<file path="config.mk">
export PLATFORM = sky130hd
export DESIGN_NAME = id_scanner
export DESIGN_NICKNAME = d
export VERILOG_FILES = /design/src/rtl/id_scanner.sv
export SDC_FILE = /design/constraint.sdc
export NUM_CORES = 1
export LEC_CHECK = 0
export CORE_UTILIZATION = 45
export DETAILED_ROUTE_END_ITERATION = 8
export GPL_TIMING_DRIVEN = 0
export PLACE_DENSITY = 0.74
export SLEW_MARGIN = 20
export SYNTH_ARGS = -nofsm -noshare
export SYNTH_HDL_FRONTEND = slang
export SYNTH_SLANG_ARGS = --single-unit
</file>
<file path="constraint.sdc">
create_clock -name clk -period 2.8 [get_ports clk]
set_input_delay 0.42 -clock clk [delete_from_list [all_inputs] [get_ports clk]]
set_output_delay 0.42 -clock clk [all_outputs]
set_load 0.05 [all_outputs]
</file>
<file path="src/rtl/id_scanner.sv">
// id_scanner: character-stream identifier recogniser with length limit,
// token-complete pulse, last-token length and completed-identifier counter.
// Build option: define ID_UNDERSCORE_EN to treat '_' (0x5F) as a letter.
module id_scanner #(
    parameter int MAX_LEN = 16,
    parameter int LEN_W   = 5,
    parameter int CNT_W   = 8
) (
    input  logic             clk,
    input  logic             rst_n,
    input  logic             clear,
    input  logic             in_valid,
    input  logic [7:0]       char,
    output logic             in_id,
    output logic             match_num,
    output logic [LEN_W-1:0] tok_len,
    output logic             tok_done,
    output logic [LEN_W-1:0] last_len,
    output logic             too_long,
    output logic [CNT_W-1:0] id_count
);

    typedef enum logic [1:0] {
        IDLE  = 2'd0,
        ALPHA = 2'd1,
        DIGIT = 2'd2,
        SKIP  = 2'd3
    } state_t;

    localparam logic [LEN_W-1:0] MAX_LEN_V = LEN_W'(MAX_LEN);

    state_t             state;
    state_t             state_nx;
    logic               is_l;
    logic               is_d;
    logic [LEN_W-1:0]   len_nx;
    logic [LEN_W-1:0]   last_nx;
    logic [CNT_W-1:0]   cnt_nx;
    logic               done_nx;
    logic               too_nx;

    // Classify the incoming character as letter, digit or separator.
    always_comb begin
        // NOTE: every always_comb output gets a default first so no path
        // leaves it unassigned, which would infer a latch.
        is_l = 1'b0;
        is_d = 1'b0;
        if ((char >= 8'h41 && char <= 8'h5A) || (char >= 8'h61 && char <= 8'h7A))
            is_l = 1'b1;
`ifdef ID_UNDERSCORE_EN
        if (char == 8'h5F)
            is_l = 1'b1;
`else
        // '_' falls through as a separator in this build.
`endif
        if (char >= 8'h30 && char <= 8'h39)
            is_d = 1'b1;
    end

    // Next-state and next-output computation for one accepted beat.
    always_comb begin
        state_nx = state;
        len_nx   = tok_len;
        last_nx  = last_len;
        cnt_nx   = id_count;
        done_nx  = 1'b0;
        too_nx   = 1'b0;
        if (clear) begin
            state_nx = IDLE;
            len_nx   = '0;
            last_nx  = '0;
            cnt_nx   = '0;
        end else if (in_valid) begin
            unique case (state)
                IDLE: begin
                    if (is_l) begin
                        state_nx = ALPHA;
                        len_nx   = LEN_W'(1);
                    end else if (is_d) begin
                        // A digit cannot start an identifier.
                        state_nx = SKIP;
                        len_nx   = '0;
                    end
                end
                ALPHA, DIGIT: begin
                    if (is_l || is_d) begin
                        if (tok_len == MAX_LEN_V) begin
                            // Overlong run: drop it and ignore the rest of it.
                            state_nx = SKIP;
                            len_nx   = '0;
                            too_nx   = 1'b1;
                        end else begin
                            state_nx = is_l ? ALPHA : DIGIT;
                            len_nx   = tok_len + 1'b1;
                        end
                    end else begin
                        // Separator terminates a legal identifier.
                        state_nx = IDLE;
                        len_nx   = '0;
                        last_nx  = tok_len;
                        cnt_nx   = id_count + 1'b1;
                        done_nx  = 1'b1;
                    end
                end
                SKIP: begin
                    if (!(is_l || is_d))
                        state_nx = IDLE;
                    len_nx = '0;
                end
                default: state_nx = IDLE;
            endcase
        end
    end

    // Register state and every output so all outputs change just after the edge.
    always_ff @(posedge clk or negedge rst_n) begin
        if (!rst_n) begin
            state     <= IDLE;
            in_id     <= 1'b0;
            match_num <= 1'b0;
            tok_len   <= '0;
            tok_done  <= 1'b0;
            last_len  <= '0;
            too_long  <= 1'b0;
            id_count  <= '0;
        end else begin
            // NOTE: sequential state uses non-blocking assignments so every
            // register samples pre-edge values regardless of statement order.
            state     <= state_nx;
            in_id     <= (state_nx == ALPHA) || (state_nx == DIGIT);
            match_num <= (state_nx == DIGIT);
            tok_len   <= len_nx;
            tok_done  <= done_nx;
            last_len  <= last_nx;
            too_long  <= too_nx;
            id_count  <= cnt_nx;
        end
    end

endmodule

</file>
==> out/results.ini, run 1 <==
[global_route]
grt_pass1_vias=1184
antenna_found_initial=0
grt_overflow=0
track_usage_pct=19.81
grt_pass1_wl_um=5133
grt_max_degree=25

[power_and_ir_drop]
combPwrFrac_pct=17.3
ir_drop_v=0.0002571
seq_power_share_pct=48.7
internal_power_uw=549.0
power_frac_clock_pct=34.0
p_leak_uw=0.0008176
power.switching_uw=188.9
total_power_uw=737.8
power_density_nw_per_um2=408.1
switching_share_pct=25.60

[cts]
root_buffer=clkbuf_4
cts_resized=0
ctsHoldBuffers=0
clk_latency_ns=0.31
htree_levels=1
path_clk_slew_ns=0.14
cts_tree=yes
cts_setup_buffers=0
cts_sinks=24
clock_path_buffers=2
cts_made_buffers=3

[synthesis]
yosysSeqAreaShare_pct=42.86
async_flop_share_pct=100.0
avgSynthCellArea_um2=9.869
syn_inst=142
synth_largest_area_cell=dfrtp_1
ys_top_cells_by_area=dfrtp_1 43%, ha_1 6.3%, nor2_1 4.8%
netlist.area_leader.share_pct=42.86
synthesis.nets=161
yosysWarnings=0
synth_top_flop_cell=dfrtp_1
synth_edf_count=0
netlist_area_um2=1401
synth_common_cells=24 x dfrtp_1, 18 x nor2_1, 11 x inv_1
synth-seq-cells=24
ys_types=39
yosysMostFrequentCell=dfrtp_1

[sta]
drv_slew=0
hold_viol_final=0
worst_pin_slew_ns=0.7588
max_freq_mhz=400.1
setup_tns_ns=0
period_share_pct=89.26
period_minus_slack_ns=2.499
setup_viol=0
rsz0062_at_grt=no
relSlewSlack_pct=48.72
worst_slack_ns=0.3007
finClkSkew_ns=0.007508

[drt]
detail-route-antenna-nets=0
vias_per_cell=5.732
wl_per_cell_um=14.60
routed_wl_um=3052
firstDrtPassIters=6
drt_iter0_markers=36
vias=1198
route.detailed.drc=2

[critical_path]
ff2ff_setup_slack_ns=0.30
arrival_ns=2.77
cp.required_ns=3.07
r2r_cells=8
critPathMaxFanout=7
critPathSlowestCell=nor4bb_1
worstReg2RegEnd=in_id$_DFF_PN0_
r2r_start=tok_len[0]$_DFFE_PN0P_
cp_cell_sequence=inv_1 > ha_1 > nor4bb_1 > o31ai_1 > a211o_1 > a311oi_2 > ha_1 > inv_1
slowest_delay_ns=0.67
critPathKind=flop to flop
crit_path_start_kind=flop
cp-end-kind=flop

[outcome]
violations=design-rule violations
outcome=complete, but fails checks

[floorplanning]
die_area_um2=3341
dieHeight_um=57.81
die_x_um=57.81
io_pins=34
core_area_um2=2853
row_count=19
start_util_pct=49.12

[placed_design]
post-place-ws_ns=0.02413
dp.cells=205
io_buffers=32
gp_congestion=0.8804
dp_hpwl_um=2336

[layout]
final_cells=209
drive_above_1_share_pct=10.67
multi_input_area_um2=706.9
syn_to_final_growth_pct=29.02
antennaDiodeCount=0
ff_latch_area_um2=600.6
fill_cells=253
layout.nets=198

[min_path]
min_path_type=primary input to async pin

[flow_run]
drv_cap=0

-- final cells by class --
cell class	instances	share of cell area (%)
clock buffer	3	1.246
inverter	11	2.284
clock inverter	1	1.661
sequential	24	33.22
tap	31	2.145
timing repair buffer	32	17.44
multi-input combinational	101	39.10
buffer	6	2.907
-- critical path, delay by kind of cell (launching register included) --
family | cells | cell delay [ns]
DFF | 1 | 0.50
adders and majority gates | 2 | 0.41
buffers and inverters | 2 | 0.14
AOI/OAI and AO/OA | 3 | 0.74
and+or+nand+nor | 1 | 0.67
-- layout by cell type, fill, tap and decap left out, types with 2 or more instances in the layout --
cell type / instances
dfrtp_1: 24
nor2_1: 18
inv_1: 11
nand3_1: 5
o21ai_0: 5
nor3_1: 4
a31o_2: 3
ha_1: 7
nand2_1: 10
nor3b_1: 2
buf_6: 3
a211o_1: 2
clkdlybuf4s50_1: 31
o21a_1: 3
o2111ai_1: 3
a21oi_1: 4
mux2i_1: 6
a22o_1: 3
clkbuf_4: 3
xor2_1: 5
o211ai_1: 2
buf_4: 2
nor2b_1: 2
-- power groups by stage --
stage               Clock (uW)  Sequential [uW]  Combinational (uW)
floorplan                    0              384                61.8
finish                     251              360                 128
global route               267              360                 139
CTS                        257              360                 129
detailed placement           0              366                 128
global placement             0              365                 125
-- kinds of logic after synthesis --
family,Yosys count,share of synthesized area [%]
mux,6,4.286
buf+inv,17,6.696
fa+ha+maj,7,6.250
xor+xnor,6,3.750
simple gates,49,17.86
flops,24,42.86
compound gates,33,18.30
-- through the flow --
stage | area (um^2) | hold WS, ns | utilization (%)
after floorplan | 1401 | 0.1244 | -
after global placement | 1760 | 0.5030 | 61.71
after detailed placement | 1760 | 0.5155 | 61.71
after CTS | 1813 | 0.3203 | 63.55
after global routing | 1808 | 0.1024 | 63.38
final | 1808 | 0.05969 | 63.38
-- state kept, by name, indices dropped and copies added (netlist names) --
name       flops
last_len       5
tok_done       1
too_long       1
tok_len        5
match_num      1
state          2
id_count       8
in_id          1
-- worst max path at each step --
| stage | to | startpoint | slack, ns |
|---|---|---|---|
| 2_1_floorplan | in_id$_DFF_PN0_ | tok_len[0]$_DFFE_PN0P_ | 0.42 |
| 3_3_place_gp | in_id$_DFF_PN0_ | char[4] | 0.05 |
| 3_5_place_dp | in_id$_DFF_PN0_ | char[1] | 0.02 |
| 4_1_cts | in_id$_DFF_PN0_ | tok_len[0]$_DFFE_PN0P_ | 0.34 |
| 5_1_grt | in_id$_DFF_PN0_ | tok_len[0]$_DFFE_PN0P_ | 0.11 |
| 6_report | in_id$_DFF_PN0_ | tok_len[0]$_DFFE_PN0P_ | 0.30 |
-- per-layer routing --
metal	vias to the layer above	global-route usage [%]	share of wire, %
met4	0	5.102	0.88
met2	30	36.29	51
met3	4	2.009	3.5
met1	584	24.82	44
li1	580	-	-
met5	-	0	0
Power figures use the tool's default switching activity.
==> run 2, diff against run 1 <==
--- a/config.mk
+++ b/config.mk
@@ -6,10 +6,10 @@
 export NUM_CORES = 1
 export LEC_CHECK = 0
 export CORE_UTILIZATION = 45
+export CTS_CLUSTER_DIAMETER = 50
 export DETAILED_ROUTE_END_ITERATION = 8
 export GPL_TIMING_DRIVEN = 0
 export PLACE_DENSITY = 0.74
-export SLEW_MARGIN = 20
 export SYNTH_ARGS = -nofsm -noshare
 export SYNTH_HDL_FRONTEND = slang
 export SYNTH_SLANG_ARGS = --single-unit
==> run 2 against run 1 <==
The run still ends with design-rule violations left; die area did not move; non-clock buffer count is the same; power is 0.11% higher; register-to-register slack hardly changed; clock power barely moved; flip-flop and latch count is the same; clock skew did not move; largest power group unchanged; largest cell class unchanged; count of clock-buffer cells in the layout stayed put; maximum frequency is essentially flat; via count increased by 0.17%; critical path depth stayed put; wire length is essentially flat.
==> out/results.ini, run 2 (synthesized netlist as in run 1, its figures left out) <==
[floorplanning]
io_pins=34  ; unchanged
core_area_um2=2853  ; unchanged
die_area_um2=3341  ; unchanged
start_util_pct=49.12  ; unchanged
die_x_um=57.81  ; unchanged
row_count=19  ; unchanged
dieHeight_um=57.81  ; unchanged

[critical_path]
cp_cell_sequence=inv_1 > ha_1 > nor4bb_1 > o31ai_1 > a211o_1 > a311oi_2 > ha_1 > inv_1
cp_top_family=compound AO/OA/AOI/OAI gates
slowest_delay_ns=0.67  ; about the same
cp_num_buf_inv=2  ; unchanged
critPathKind=flop to flop
cp-end-kind=flop
critPathSlowestCell=nor4bb_1
cp.required_ns=3.07  ; about the same
critPathMaxFanout=7  ; unchanged
crit_path_start_kind=flop
arrival_ns=2.77  ; about the same

[layout]
largest_register_ffs=8  ; unchanged
layout.nets=198  ; unchanged
top_register=id_count
antennaDiodeCount=0  ; unchanged
layout_commonest_cell=clkdlybuf4s50_1
syn_to_final_growth_pct=29.38
biggestRegsByFlops=id_count x8, last_len x5, tok_len x5
drive_above_1_share_pct=10.11  ; -0.56 points
layout_common_cells=32 x clkdlybuf4s50_1, 24 x dfrtp_1, 18 x nor2_1

[drt]
route.detailed.drc=2  ; unchanged
met3_length_um=104  ; -1.9%
wirelength_met1_um=1354  ; +0.22%
highest_layer=met4
firstDrtPassIters=6  ; unchanged
detail-route-antenna-nets=0  ; unchanged
routed_wl_um=3053  ; about the same
vias_per_cell=5.742  ; +0.17%
vias=1200  ; +0.17%
wl_per_cell_um=14.61  ; about the same
drt_iter0_markers=36  ; unchanged
wl_met2_um=1566  ; about the same

[sta]
worst_pin_slew_ns=1.066  ; +0.3068 ns
finClkSkew_ns=0.007508  ; unchanged
period_share_pct=89.23  ; about the same
hold_viol_final=0  ; unchanged
rsz0062_at_grt=no
setup_viol=0  ; unchanged
relSlewSlack_pct=28.74  ; -20 points
drv_slew=0  ; unchanged
max_freq_mhz=400.3  ; about the same
period_minus_slack_ns=2.498  ; -0.0009070 ns
setup_tns_ns=0  ; unchanged

[power_and_ir_drop]
total_power_uw=738.6  ; +0.11%
p_leak_uw=0.0008176  ; about the same
power_density_nw_per_um2=407.4  ; -0.17%
ir_drop_v=0.0002571  ; about the same

[global_route]
grt_overflow=0  ; unchanged
grt_pass1_wl_um=5133  ; unchanged
grt_max_degree=25  ; unchanged
antenna_found_initial=0  ; unchanged
track_usage_pct=19.81  ; unchanged
grt_pass1_vias=1184  ; unchanged

[placed_design]
gp_congestion=0.8804  ; unchanged
dp_hpwl_um=2336  ; unchanged
io_buffers=32  ; unchanged

[cts]
cts_sinks=24  ; unchanged
cts_tree=yes
cts_resized=0  ; unchanged
cts_made_buffers=3  ; unchanged
htree_levels=1  ; unchanged
ctsHoldBuffers=0  ; unchanged
path_clk_slew_ns=0.14  ; about the same
clock_path_buffers=2  ; unchanged
clk_latency_ns=0.31  ; about the same
root_buffer=clkbuf_4
cts_setup_buffers=0  ; unchanged

[flow_run]
drv_cap=0  ; unchanged

[outcome]
outcome=complete, but fails checks
violations=design-rule violations

[min_path]
min_path_type=primary input to flop

-- run 2: cell types whose count changed in the layout (fill, tap and decap cells not counted), sizes merged --
cell / delta
clkdlybuf4s50: +1
buf: -1
-- run 2: layer usage --
metal / global-route usage, % / up-vias
met2: 36.29 / 30
met5: 0 / -
met1: 24.82 / 585
li1: - / 581
met4: 5.102 / 0
met3: 2.009 / 4
-- run 2: worst paths after layout --
| path | from | endpoint | slack [ns] | cells past startpoint |
|---|---|---|---|---|
| max in group asynchronous | rst_n | last_len[0]$_DFFE_PN0P_ | 1.50 | 1 |
| worst min register to register | last_len[1]$_DFFE_PN0P_ | last_len[1]$_DFFE_PN0P_ | 0.54 | 2 |
| worst max-delay path | tok_len[0]$_DFFE_PN0P_ | in_id$_DFF_PN0_ | 0.30 | 8 |
| worst min-delay path | clear | id_count[6]$_DFFE_PN0P_ | 0.33 | 2 |
| worst max register to register | tok_len[0]$_DFFE_PN0P_ | in_id$_DFF_PN0_ | 0.30 | 8 |
| min in group asynchronous | rst_n | id_count[4]$_DFFE_PN0P_ | 0.66 | 1 |
-- run 2: layout make-up --
class	count	area, um^2
fillers	253	1040
flip-flops and latches	24	600.6
well taps	31	38.79
repair buffers	32	320.3
plain buffers	6	52.55
clock inverters	1	30.03
inverters	11	41.29
clock buffers	3	22.52
multi-input cells	101	706.9
-- run 2: metrics by stage --
| step | hold WS, ns | instances | util [%] | worst slack (ns) | instance area (um^2) |
|---|---|---|---|---|---|
| 6_report | 0.3294 | 209 | 63.55 | 0.3016 | 1813 |
| 5_1_grt | 0.3390 | 209 | 63.55 | 0.1078 | 1813 |
| 4_1_cts | 0.3203 | 209 | 63.55 | 0.3449 | 1813 |
| 3_5_place_dp | 0.5155 | 205 | 61.71 | 0.02413 | 1760 |
| 3_3_place_gp | 0.5030 | 205 | 61.71 | 0.04739 | 1760 |
| 2_1_floorplan | 0.1244 | 142 | - | 0.4239 | 1401 |
-- run 2: power breakdown --
part / leakage [uW] / total [uW] / internal [uW] / switching (uW)
Combinational: 0.000458 / 128 / 51.7 / 76.8
Sequential: 0.000332 / 360 / 353 / 6.20
Clock: 0.0000279 / 251 / 145 / 106
==> run 3, diff against run 2 <==
--- a/config.mk
+++ b/config.mk
@@ -10,6 +10,7 @@
 export DETAILED_ROUTE_END_ITERATION = 8
 export GPL_TIMING_DRIVEN = 0
 export PLACE_DENSITY = 0.74
+export REMOVE_ABC_BUFFERS = 1
 export SYNTH_ARGS = -nofsm -noshare
 export SYNTH_HDL_FRONTEND = slang
 export SYNTH_SLANG_ARGS = --single-unit
==> constraint.sdc (replaced) <==
create_clock -name clk -period 2.3 [get_ports clk]
set_input_delay 0.345 -clock clk [delete_from_list [all_inputs] [get_ports clk]]
set_output_delay 0.345 -clock clk [all_outputs]
set_load 0.05 [all_outputs]
==> run 3 against run 2 <==
Sequential power increased by 21%; highest routed layer unchanged; die area unchanged; the run still ends with design-rule violations left; critical endpoint unchanged; via count increased by 2.1%; clock skew decreased by 0.0029 ns; power increased by 23%; first-iteration DRC count increased by 50%.
==> out/results.ini, run 3 (synthesized netlist as in run 1, its figures left out) <==
[cts]
cts_tree=yes
cts_sinks=24  ; unchanged
cts_made_buffers=3  ; unchanged
htree_levels=1  ; unchanged
root_buffer=clkbuf_4
path_clk_slew_ns=0.14  ; about the same
clock_path_buffers=2  ; unchanged
clk_latency_ns=0.32  ; about the same
ctsHoldBuffers=0  ; unchanged

[floorplanning]
dieHeight_um=57.81  ; unchanged
start_util_pct=49.12  ; unchanged
die_area_um2=3341  ; unchanged
row_count=19  ; unchanged
die_x_um=57.81  ; unchanged
io_pins=34  ; unchanged
core_area_um2=2853  ; unchanged

[global_route]
grt_overflow=0  ; unchanged
grt_pass1_wl_um=5375  ; +4.7%
grt_pass1_vias=1199  ; +1.3%
track_usage_pct=20.31  ; +0.50 points
grt_max_degree=25  ; unchanged
antenna_found_initial=0  ; unchanged

[drt]
routed_wl_um=3079  ; +0.85%
vias=1225  ; +2.1%
vias_per_cell=5.889  ; +2.6%
detail-route-antenna-nets=0  ; unchanged
route.detailed.drc=2  ; unchanged
wl_per_cell_um=14.80  ; +1.3%
firstDrtPassIters=9  ; +3
drt_iter0_markers=54  ; +50%

[critical_path]
critPathMaxFanout=6  ; -1
r2r_start=tok_len[0]$_DFFE_PN0P_
critPathSlowestCell=or4_4
ff2ff_setup_slack_ns=0.16  ; -0.14 ns
arrival_ns=2.54  ; -0.23 ns
r2r_cells=8  ; unchanged
cp-startpoint=char[4]
slowest_delay_ns=0.56  ; -0.11 ns
cp-end-kind=flop
cp.required_ns=2.58  ; -0.49 ns
critPathKind=primary input to flop
crit_path_start_kind=primary input
cp_cell_sequence=clkdlybuf4s50_1 > or4_4 > nor2_4 > o31ai_1 > a211o_1 > a311oi_2 > ha_1 > inv_1
worstReg2RegEnd=in_id$_DFF_PN0_

[sta]
hold_viol_final=0  ; unchanged
period_share_pct=98.19
drv_slew=0  ; unchanged
rsz0062_at_grt=yes
worst_slack_ns=0.04173  ; -0.2598 ns
hold_ws_ns=0.5393  ; +0.2099 ns
worst_pin_slew_ns=1.078  ; +0.01272 ns
period_minus_slack_ns=2.258
finClkSkew_ns=0.004627  ; -0.002881 ns
setup_tns_ns=0  ; unchanged
relSlewSlack_pct=27.88  ; -0.85 points
max_freq_mhz=442.8
setup_viol=0  ; unchanged

[power_and_ir_drop]
power.switching_uw=238.0  ; +26%
power_density_nw_per_um2=493.6  ; +21%
switching_share_pct=26.23  ; +0.66 points
power_frac_clock_pct=34.3  ; +0.4 points
internal_power_uw=669.3  ; +22%
p_leak_uw=0.0008281  ; +1.3%
ir_drop_v=0.0002705  ; +5.2%
seq_power_share_pct=48.2  ; -0.5 points
combPwrFrac_pct=17.5  ; about the same
total_power_uw=907.3  ; +23%

[outcome]
outcome=complete, but fails checks
violations=design-rule violations

[layout]
layout_common_cells=32 x clkdlybuf4s50_1, 24 x dfrtp_1, 18 x nor2_1
syn_to_final_growth_pct=31.16
layout_commonest_cell=clkdlybuf4s50_1
fill_cells=236  ; -6.7%
largest_register_ffs=8  ; unchanged
drive_above_1_share_pct=11.30  ; +1.2 points
final_cells=208  ; -0.48%
top_register=id_count
biggestRegsByFlops=id_count x8, last_len x5, tok_len x5
antennaDiodeCount=0  ; unchanged
layout.nets=197  ; -0.51%

[flow_run]
drv_cap=0  ; unchanged

[min_path]
hp-start=last_len[2]$_DFFE_PN0P_
hold_depth=2  ; unchanged
whs_endpoint=last_len[2]$_DFFE_PN0P_
min_path_type=flop to flop

[placed_design]
post-place-ws_ns=-0.8453  ; -0.8694 ns
io_buffers=33  ; +3.1%
dp.cells=200  ; -2.4%
gp_congestion=0.7540  ; -14%
dp_hpwl_um=2120  ; -9.2%

[run 3: worst max-delay path by stage]
stage                                          to  cells past startpoint
after floorplan                   in_id$_DFF_PN0_                      8
final                             in_id$_DFF_PN0_                      8
after detailed placement          in_id$_DFF_PN0_                      8
after global routing              in_id$_DFF_PN0_                      8
after CTS                 id_count[3]$_DFFE_PN0P_                      7
after global placement            in_id$_DFF_PN0_                      8
[run 3: per-stage QoR]
| step | area, um^2 | util, % |
|---|---|---|
| finish | 1838 | 64.43 |
| global route | 1838 | 64.43 |
| CTS | 1810 | 63.46 |
| detailed placement | 1718 | 60.22 |
| global placement | 1718 | 60.22 |
| floorplan | 1349 | - |
[run 3: layout make-up]
class,count,area [um^2],share of cell area [%]
clock inverter,1,30.03,1.634
tap,31,38.79,2.110
timing repair buffer,37,362.8,19.74
sequential,24,600.6,32.68
clock buffer,3,22.52,1.225
inverter,11,41.29,2.246
multi-input combinational,101,742.0,40.37
[run 3: power by group through the flow]
stage	Clock, uW	Sequential (uW)	Combinational, uW
final	311	437	159
after global routing	326	439	173
after CTS	317	437	156
after detailed placement	0	445	149
after global placement	0	445	146
after floorplan	0	467	62.9
[run 3: critical path, delay by kind of cell]
kind | cells | cell delay [ns]
adders and majority gates | 1 | 0.28
buffers and inverters | 2 | 0.50
and+or+nand+nor | 2 | 0.74
AOI/OAI and AO/OA | 3 | 0.68
[run 3: layer usage]
layer	up-vias	part of all wire, %	track usage [%]	routed length, um
met5	-	0	0	0
met1	585	45	27.36	1374
met3	5	6.8	3.795	208
li1	580	-	-	-
met4	0	0.94	4.082	29
met2	55	48	34.32	1466
[run 3: what timing repair did]
action                     CTS  global route
setup endpoints to repair   17             8
pin swaps                    4             4
buffers inserted             4             0
resized for setup            3             6
